### src/rtl/pwm_pkg.sv
// Shared definitions for the multi-channel PWM generator: mode encodings,
// default timing constants and the servo threshold mapping.
package pwm_pkg;

    typedef enum logic {
        MODE_LIN   = 1'b0,
        MODE_SERVO = 1'b1
    } pwm_mode_e;

    localparam int DEF_DIV_LIN   = 40;
    localparam int DEF_DIV_SERVO = 7813;
    localparam int DEF_SERVO_LO  = 13;
    localparam int DEF_SERVO_HI  = 26;

    // Full-width product before the shift so small windows keep their resolution.
    function automatic logic [31:0] servo_thr(input logic [31:0] duty,
                                              input logic [31:0] lo,
                                              input logic [31:0] hi,
                                              input int          width);
        logic [63:0] prod;
        prod = 64'(duty) * 64'(hi - lo);
        return lo + 32'(prod >> width);
    endfunction

endpackage

### src/rtl/pwm_multi_ch_if.sv
// Register/pin side bundle of the PWM block plus debug taps of its counters.
// No handshake: en_i/mode_i/duty_i are level inputs sampled every clock,
// pwm_o/period_o are registered outputs, dbg_* mirror the live counters.
interface pwm_multi_ch_if #(
    parameter int CHANNELS = 3,
    parameter int WIDTH    = 8
);
    logic                         en_i;
    logic                         mode_i;
    logic [CHANNELS*WIDTH-1:0]    duty_i;
    logic [CHANNELS-1:0]          pwm_o;
    logic                         period_o;
    logic [WIDTH-1:0]             dbg_cnt;
    logic [31:0]                  dbg_div_cnt;

    modport master (
        output en_i, mode_i, duty_i,
        input  pwm_o, period_o, dbg_cnt, dbg_div_cnt
    );

    modport slave (
        input  en_i, mode_i, duty_i,
        output pwm_o, period_o, dbg_cnt, dbg_div_cnt
    );
endinterface

### src/rtl/pwm_prescaler.sv
// Clock prescaler: counts 0..div-1 while enabled and pulses tick on the last
// count; held at zero when disabled.
module pwm_prescaler (
    input  logic        clk_i,
    input  logic        rst_i,
    input  logic        en_i,
    input  logic [31:0] div,
    output logic        tick,
    output logic [31:0] div_cnt
);
    logic [31:0] div_cnt_q, div_cnt_d;

    always_comb begin
        tick      = en_i && (div_cnt_q == div - 32'd1);
        div_cnt_d = div_cnt_q + 32'd1;
        if (!en_i || tick) begin
            div_cnt_d = '0;
        end
    end

    always_ff @(posedge clk_i) begin
        if (rst_i) begin
            div_cnt_q <= '0;
        end else begin
            div_cnt_q <= div_cnt_d;
        end
    end

    assign div_cnt = div_cnt_q;
endmodule

### src/rtl/pwm_multi_ch.sv
// Multi-channel PWM: shared prescaler and period counter, per-channel compare
// against double-buffered duty/mode shadows that reload only at period wrap.
module pwm_multi_ch
    import pwm_pkg::*;
#(
    parameter int                   CHANNELS  = 3,
    parameter int                   WIDTH     = 8,
    parameter int                   DIV_LIN   = DEF_DIV_LIN,
    parameter int                   DIV_SERVO = DEF_DIV_SERVO,
    parameter int                   SERVO_LO  = DEF_SERVO_LO,
    parameter int                   SERVO_HI  = DEF_SERVO_HI,
    parameter logic [CHANNELS-1:0]  POL       = '0
) (
    input  logic           clk_i,
    input  logic           rst_i,
    pwm_multi_ch_if.slave  bus
);
    localparam int TW = WIDTH + 1;

    logic                      tick;
    logic                      wrap;
    logic [31:0]               div_sel;
    logic [31:0]               div_cnt;
    logic [WIDTH-1:0]          cnt_q, cnt_d;
    logic [CHANNELS*WIDTH-1:0] duty_sh_q, duty_sh_d;
    logic                      mode_sh_q, mode_sh_d;
    logic [CHANNELS-1:0]       active;
    logic [CHANNELS-1:0]       pwm_q, pwm_d;
    logic                      period_q, period_d;

    // Tick rate follows the shadow mode so DIV and mapping switch together.
    assign div_sel = (mode_sh_q == MODE_SERVO) ? 32'(DIV_SERVO) : 32'(DIV_LIN);

    pwm_prescaler u_prescaler (
        .clk_i   (clk_i),
        .rst_i   (rst_i),
        .en_i    (bus.en_i),
        .div     (div_sel),
        .tick    (tick),
        .div_cnt (div_cnt)
    );

    for (genvar c = 0; c < CHANNELS; c++) begin : g_ch
        logic [WIDTH-1:0] duty;
        logic [TW-1:0]    thr;

        assign duty = duty_sh_q[c*WIDTH +: WIDTH];

        always_comb begin
            thr = {1'b0, duty};
            if (mode_sh_q == MODE_SERVO) begin
                thr = TW'(servo_thr(32'(duty), 32'(SERVO_LO), 32'(SERVO_HI), WIDTH));
            end
        end

        assign active[c] = ({1'b0, cnt_q} < thr);
    end

    always_comb begin
        wrap      = tick && (cnt_q == {WIDTH{1'b1}});
        cnt_d     = cnt_q;
        duty_sh_d = duty_sh_q;
        mode_sh_d = mode_sh_q;
        pwm_d     = POL;
        period_d  = wrap;
        if (!bus.en_i) begin
            cnt_d = '0;
        end else begin
            pwm_d = active ^ POL;
            if (tick) begin
                cnt_d = cnt_q + 1'b1;
            end
        end
        if (!bus.en_i || wrap) begin
            duty_sh_d = bus.duty_i;
            mode_sh_d = bus.mode_i;
        end
    end

    always_ff @(posedge clk_i) begin
        if (rst_i) begin
            cnt_q     <= '0;
            duty_sh_q <= '0;
            mode_sh_q <= 1'b0;
            pwm_q     <= POL;
            period_q  <= 1'b0;
        end else begin
            cnt_q     <= cnt_d;
            duty_sh_q <= duty_sh_d;
            mode_sh_q <= mode_sh_d;
            pwm_q     <= pwm_d;
            period_q  <= period_d;
        end
    end

    assign bus.pwm_o       = pwm_q;
    assign bus.period_o    = period_q;
    assign bus.dbg_cnt     = cnt_q;
    assign bus.dbg_div_cnt = div_cnt;
endmodule

### src/flat_wrapper.sv
// flat-port wrapper written by rule: the top's interface ports become plain ports
module pwm_multi_ch_flat import pwm_pkg::*;
#(
    parameter int                   CHANNELS  = 3,
    parameter int                   WIDTH     = 8,
    parameter int                   DIV_LIN   = DEF_DIV_LIN,
    parameter int                   DIV_SERVO = DEF_DIV_SERVO,
    parameter int                   SERVO_LO  = DEF_SERVO_LO,
    parameter int                   SERVO_HI  = DEF_SERVO_HI,
    parameter logic [CHANNELS-1:0]  POL       = '0
)
  (clk_i, rst_i, bus_en_i, bus_mode_i, bus_duty_i, bus_pwm_o, bus_period_o, bus_dbg_cnt, bus_dbg_div_cnt);
  pwm_multi_ch_if #(.CHANNELS(CHANNELS), .WIDTH(WIDTH)) bus_i ();
  input  logic clk_i;
  input  logic rst_i;
  input wire logic [$bits(bus_i.en_i)-1:0] bus_en_i;
  input wire logic [$bits(bus_i.mode_i)-1:0] bus_mode_i;
  input wire logic [$bits(bus_i.duty_i)-1:0] bus_duty_i;
  output wire logic [$bits(bus_i.pwm_o)-1:0] bus_pwm_o;
  output wire logic [$bits(bus_i.period_o)-1:0] bus_period_o;
  output wire logic [$bits(bus_i.dbg_cnt)-1:0] bus_dbg_cnt;
  output wire logic [$bits(bus_i.dbg_div_cnt)-1:0] bus_dbg_div_cnt;
  assign bus_i.en_i = bus_en_i;
  assign bus_i.mode_i = bus_mode_i;
  assign bus_i.duty_i = bus_duty_i;
  assign bus_pwm_o = bus_i.pwm_o;
  assign bus_period_o = bus_i.period_o;
  assign bus_dbg_cnt = bus_i.dbg_cnt;
  assign bus_dbg_div_cnt = bus_i.dbg_div_cnt;
  pwm_multi_ch #(.CHANNELS(CHANNELS), .WIDTH(WIDTH), .DIV_LIN(DIV_LIN), .DIV_SERVO(DIV_SERVO), .SERVO_LO(SERVO_LO), .SERVO_HI(SERVO_HI), .POL(POL)) u_core (.clk_i(clk_i), .rst_i(rst_i), .bus(bus_i));
endmodule
### config.mk
export PLATFORM = sky130hd
export DESIGN_NAME = pwm_multi_ch_flat
export DESIGN_NICKNAME = d
export VERILOG_FILES = /design/src/rtl/pwm_pkg.sv /design/src/rtl/pwm_multi_ch_if.sv /design/src/rtl/pwm_prescaler.sv /design/src/rtl/pwm_multi_ch.sv /design/src/flat_wrapper.sv
export SDC_FILE = /design/constraint.sdc
export NUM_CORES = 1
export LEC_CHECK = 0
export ABC_AREA = 1
export CORE_MARGIN = 2
export CORE_UTILIZATION = 45
export DETAILED_ROUTE_END_ITERATION = 7
export PLACE_DENSITY = 0.67
export SETUP_SLACK_MARGIN = 0.05
export SLEW_MARGIN = 5
export SYNTH_ARGS = -nofsm -noshare
export SYNTH_HDL_FRONTEND = slang
export SYNTH_HIERARCHICAL = 1
export SYNTH_SLANG_ARGS = --single-unit
### constraint.sdc
create_clock -name clk_i -period 8.5 [get_ports clk_i]
set_input_delay 1.7 -clock clk_i [delete_from_list [all_inputs] [get_ports clk_i]]
set_output_delay 1.7 -clock clk_i [all_outputs]
set_load 0.03 [all_outputs]
Word level (Yosys, flattened, before mapping)
Index checks and enable logic that the tools add are counted.
W data, S select, Z words.
{"block": "op_classes", "addsub": 6, "n_mul": 3, "magnitude_cmp": 3, "n_eq_ne": 2, "muxes": 4, "n_bitwise": 1, "n_reduce_logical": 7}
{"op": "$mul A8 B4 Y12 const B", "count": 3}
{"op": "$add A32 B1 Y32 const B", "count": 1}
{"op": "$eq A32 B32 Y1", "count": 1}
{"op": "$sub A32 B1 Y32 const B", "count": 1}
{"op": "$lt A8 B9 Y1", "count": 3}
{"op": "$mux W8", "count": 3}
{"op": "$add A4 B4 Y5 const A", "count": 3}
{"op": "$mux W13", "count": 1}
{"op": "$add A8 B1 Y8 const B", "count": 1}
{"op": "$eq A8 B8 Y1 const B", "count": 1}
{"op": "$reduce_or A2 Y1", "count": 2}
{"op": "$logic_and A1 B1 Y1", "count": 2}
{"op": "$logic_or A1 B1 Y1", "count": 2}
{"op": "$logic_not A1 Y1", "count": 1}
{"op": "$not A1 Y1", "count": 1}
{"block": "word_totals", "register_bits": 69, "output_inout_bits": 44}

Longest topological paths before layout
{"block": "depth", "ltp_word": 6, "ltp_mapped": 26, "depth_no_buf": 25}

Cells and area by module
Netlist, hierarchy kept.
{"module": "pwm_multi_ch", "n_inst": 1, "cells_each": 597, "area_per_inst_um2": 4041.4}
{"module": "pwm_prescaler", "n_inst": 1, "cells_each": 567, "area_per_inst_um2": 3219.3}

Worst setup path before layout
OpenSTA, ideal clock, no wires.
{"block": "synth_timing", "path_kind": "register to register", "start": "reg u_core.mode_sh_q", "end": "reg u_core.duty_sh_q[22]", "setup_time_ns": 0.120, "arrival_ns": 3.843, "t_required_ns": 8.380, "slack_ns": 4.537, "path_stages_with_launch": 25, "n_path_buf": 3, "synth_period_minus_slack_ns": 3.963, "cell_sequence": "dfxtp_1 clkbuf_1 inv_1 clkbuf_1 nor2_1 nand2_1 nor2_4 nand2_2 nor2_1 xor2_1 and2_1 nand2_1 nor2_1 nand4_1 nor3_1 nand3_2 nor2_2 nand2_2 nor2_4 nand3_2 nand2_4 inv_4 buf_6 o21ai_1 a21oi_1"}
{"block": "synth_via", "elab_chain_cells": 6}
{"element": "start: declaration", "line": "pwm_multi_ch.sv:26", "source": "logic mode_sh_q, mode_sh_d;"}
{"element": "start signal: assignment", "line": "pwm_multi_ch.sv:90", "source": "mode_sh_q <= mode_sh_d;"}
{"element": "$mux W13", "line": "pwm_multi_ch.sv:32", "source": "assign div_sel = (mode_sh_q == MODE_SERVO) ? 32'(DIV_SERVO) : 32'(DIV_LIN);"}
{"element": "via u_core.div_sel[3]", "line": "pwm_multi_ch.sv:22", "source": "logic [31:0] div_sel;"}
{"element": "$sub A32 B1 Y32", "line": "pwm_prescaler.sv:14", "source": "tick = en_i && (div_cnt_q == div - 32'd1);"}
{"element": "$eq A32 B32 Y1", "line": "pwm_prescaler.sv:14"}
{"element": "$logic_and A1 B1 Y1", "line": "pwm_prescaler.sv:14"}
{"element": "via u_core.tick", "line": "pwm_multi_ch.sv:20", "source": "logic tick;"}
{"element": "$logic_and A1 B1 Y1", "line": "pwm_multi_ch.sv:60", "source": "wrap = tick && (cnt_q == {WIDTH{1'b1}});"}
{"element": "$logic_or A1 B1 Y1", "line": "pwm_multi_ch.sv:74", "source": "if (!bus.en_i || wrap) begin"}
{"element": "end signal: assignment", "line": "pwm_multi_ch.sv:89", "source": "duty_sh_q <= duty_sh_d;"}
{"element": "end: declaration", "line": "pwm_multi_ch.sv:25", "source": "logic [CHANNELS*WIDTH-1:0] duty_sh_q, duty_sh_d;"}
The timed path passes the listed nets, and every way through them passes these cells.
A chain may end at the register's enable or synchronous reset.

Final worst setup path
{"block": "layout_timing", "start": "reg u_core.mode_sh_q", "end": "reg u_core.mode_sh_q"}
{"block": "layout_via", "elab_chain_cells": 6}
{"element": "$mux W13", "line": "pwm_multi_ch.sv:32"}
{"element": "$sub A32 B1 Y32", "line": "pwm_prescaler.sv:14"}
{"element": "$eq A32 B32 Y1", "line": "pwm_prescaler.sv:14"}
{"element": "$logic_and A1 B1 Y1", "line": "pwm_prescaler.sv:14"}
{"element": "via u_core.tick", "line": "pwm_multi_ch.sv:20"}
{"element": "$logic_and A1 B1 Y1", "line": "pwm_multi_ch.sv:60"}
{"element": "$logic_or A1 B1 Y1", "line": "pwm_multi_ch.sv:74"}
The timed path passes the listed nets, and every way through them passes these cells.

==> flow_metrics.env <==
export IMPL_first_global_vias=6566
export IMPL_synth_top_cell_by_area="dfxtp_1"
export IMPL_worstSetupPathType="flip-flop to flip-flop"
export IMPL_critPathRequiredTime_ps=8710
export IMPL_tightest_slew_ps=906
export IMPL_layout_setup_ws_ps=3690
export IMPL_cts_buffer_depth=2
export IMPL_diodes=0
export IMPL_grt_max_degree=48
export IMPL_drive_gt1_share_pct=4.09
export IMPL_via_count=7118
export IMPL_initial_core_util_pct=45.9
export IMPL_rsz0062_at_grt="false"
export IMPL_wl_per_cell_um=12.1
export IMPL_core_area_mm2=0.0158
export IMPL_clkTransAtPathRegs_ps=60
export IMPL_synth_area_leaders="dfxtp_1 19%, nand2_1 16%, ha_1 14%, nor2_1 9.8%, inv_1 9.3%"
export IMPL_hold_violations=0
export IMPL_antenna_found_initial=0
export IMPL_fill_cells=1608
export IMPL_place_gp_congestion=0.915
export IMPL_synth_cell_types=42
export IMPL_cp_data_arrival_time_ps=5020
export IMPL_syn_area_mm2=0.00726
export IMPL_critPathCaptureType="flip-flop"
export IMPL_cts_root_buf="clkbuf_16"
export IMPL_cts_sinks=69
export IMPL_drtIter0Drc=367
export IMPL_dr_pass1_iters=7
export IMPL_final_common_cell="nand2_1"
export IMPL_placed_cells=1519
export IMPL_cts_tree="yes"
export IMPL_vdd_drop_max_uv=96.7
export IMPL_pwr_share_comb_pct=27.6
export IMPL_top_level_ports=72
export IMPL_fmax_mhz=208
export IMPL_dp_hpwl_mm=14.9
export IMPL_synth_top_area_share_pct=19.0
export IMPL_worstRegToRegCells=21
export IMPL_dpl_worst_slack_ps=3730
export IMPL_cts_hold_buf=0
export IMPL_relSlewSlack_pct=39.6
export IMPL_synth_cells=1164
export IMPL_ys_ff_latch=69
export IMPL_p_int_mw=0.675
export IMPL_switchingPower_mw=0.348
export IMPL_portBuffers=71
export IMPL_p_clk_share_pct=38.1
export IMPL_maxSlewViolCount=0
export IMPL_die_width_um=131
export IMPL_grt_pass1_wl_mm=30.6
export IMPL_crit_fanout=47
export IMPL_nets=1435
export IMPL_grt_usage_pct=22.7
export IMPL_yosysWarnings=6
export IMPL_cts_setup_buffers=0
export IMPL_cellLeakagePower_nw=4.25
export IMPL_min_path_cells=1
export IMPL_maxCapViolCount=0
export IMPL_setup_violations=0
export IMPL_drc=0
export IMPL_fin_tns_setup_ps=0
export IMPL_area_growth_pct=20.5
export IMPL_p_sw_share_pct=34.0
export IMPL_avgSynthCellArea_um2=6.24
export IMPL_period_share_pct=56.6
export IMPL_stdcell_count=1535
export IMPL_numCtsBuffers=9
export IMPL_ant_nets=0
export IMPL_drt_wl_total_mm=18.5
export IMPL_worstHoldPathType="flip-flop to flip-flop"
export IMPL_period_needed_ps=4810
export IMPL_die_area_mm2=0.0172
export IMPL_globalRoute_totalOverflow=0
export IMPL_drt_vias_per_instance=4.64
export IMPL_critPathLaunchType="flip-flop"
export IMPL_p_per_area_mw_per_mm2=117
export IMPL_status="finished, final reports clean"
export IMPL_power_share_sequential_pct=34.3
export IMPL_post_cts_resized=0
export IMPL_ys_seq_area_share_pct=19.0
export IMPL_fin_skew_ps=8.96
export IMPL_worstSkewPairLatency_ps=350
export IMPL_die_h_um=131
export IMPL_layout_common_cells="301 x nand2_1, 189 x nor2_1, 180 x inv_1, 83 x conb_1, 81 x ha_1"
export IMPL_htree_levels=3
export IMPL_std_cell_rows=46
==> final cells by class <==
class | instances | area (um^2) | share of cell area [%]
timing repair buffer | 71 | 711 | 8.13
sequential | 69 | 1380 | 15.8
clock buffer | 9 | 225 | 2.58
clock inverter | 7 | 80.1 | 0.916
tap | 216 | 270 | 3.09
multi-input combinational | 981 | 5390 | 61.6
inverter | 182 | 686 | 7.84
==> metrics by stage <==
| stage | total power, mW | instance area, um^2 | util [%] | hold WS [ps] |
|---|---|---|---|---|
| CTS | 1.03 | 8750 | 55.3 | 493 |
| global route | 1.09 | 8750 | 55.3 | 529 |
| global placement | 0.632 | 8440 | 53.3 | 480 |
| floorplan | 0.572 | 7570 | - | 498 |
| detailed placement | 0.638 | 8440 | 53.3 | 481 |
| finish | 1.02 | 8750 | 55.3 | 488 |
==> critical path, cell delays in order (launching register included) <==
cell and delay (ps):
dfxtp_2 930, inv_1 560, nor2_1 260, nand2_1 110, nor2_4 160, nand2_1 130, xor2_1 240, nand2_1 80
nor2_1 130, nand3_1 90, nor2_1 100, nand4_1 80, nor3_1 580, nand3_2 160, nor2_2 150, nand2_2 90
nor2_4 120, nand3_2 100, nand2_4 180, inv_4 160, o21ai_0 190, a21oi_1 50
==> per-layer routing <==
metal | wire [um] | part of all wire [%] | global-route usage [%] | up-vias
li1 | - | - | - | 3882
met1 | 8790 | 47 | 29.1 | 3085
met2 | 8750 | 47 | 39.6 | 135
met3 | 704 | 3.8 | 3.54 | 16
met4 | 275 | 1.5 | 6.26 | 0
met5 | 0 | 0 | 0 | -
==> Yosys cell counts, drive strengths merged <==
| cell type | instances |
|---|---|
| and2 | 3 |
| fa | 12 |
| inv | 182 |
| nand3b | 4 |
| xor2 | 47 |
| dfxtp | 69 |
| a22oi | 1 |
| a211oi | 3 |
| o22ai | 4 |
| o211ai | 5 |
| nand2 | 310 |
| buf | 7 |
| mux2i | 3 |
| nor2 | 208 |
| nand4 | 12 |
| or2 | 5 |
| nor4 | 4 |
| xnor2 | 13 |
| conb | 1 |
| nor2b | 1 |
| a21oi | 38 |
| and3 | 2 |
| clkbuf | 7 |
| ha | 81 |
| o21ai | 52 |
| nor4b | 1 |
| nand3 | 66 |
| o21a | 3 |
| nor3 | 17 |
| a21o | 3 |
==> kinds of logic (layout without fill, tap and decap cells) <==
| group | count (synthesis) | in the layout | share of synthesized area, % |
|---|---|---|---|
| AND/OR/NAND/NOR | 633 | 633 | 36.9 |
| buffers and inverters | 196 | 269 | 11.0 |
| AO/OA/AOI/OAI | 109 | 109 | 8.10 |
| adder cells (fa/ha/maj) | 93 | 93 | 17.3 |
| flip-flops | 69 | 69 | 19.0 |
| XOR/XNOR | 60 | 60 | 7.24 |
| multiplexers | 3 | 3 | 0.414 |
| other | 1 | 83 | 0.0516 |
==> worst paths after layout <==
kind	endpoint	slack, ps	start
setup / recovery	u_core/mode_sh_q	3690	u_core/mode_sh_q
hold / removal	u_core/u_prescaler/div_cnt[0]	490	u_core/u_prescaler/div_cnt[0]
setup reg to reg	u_core/mode_sh_q	3690	u_core/mode_sh_q
hold reg to reg	u_core/u_prescaler/div_cnt[0]	490	u_core/u_prescaler/div_cnt[0]
==> power groups by stage <==
stage / clock network (mW) / registers (mW) / logic (mW)
after floorplan: 0 / 0.353 / 0.219
after global placement: 0 / 0.358 / 0.274
after detailed placement: 0 / 0.358 / 0.280
after CTS: 0.400 / 0.351 / 0.282
after global routing: 0.409 / 0.353 / 0.332
final: 0.389 / 0.351 / 0.282
==> flip-flops by register name, indices dropped and copies added (netlist names) <==
| signal | cells |
|---|---|
| u_core/bus.dbg_cnt | 8 |
| u_core/bus.period_o | 1 |
| u_core/bus.pwm_o | 3 |
| u_core/duty_sh_q | 24 |
| u_core/mode_sh_q | 1 |
| u_core/u_prescaler/div_cnt | 32 |
Note: power is estimated with default switching activity, not from simulation.
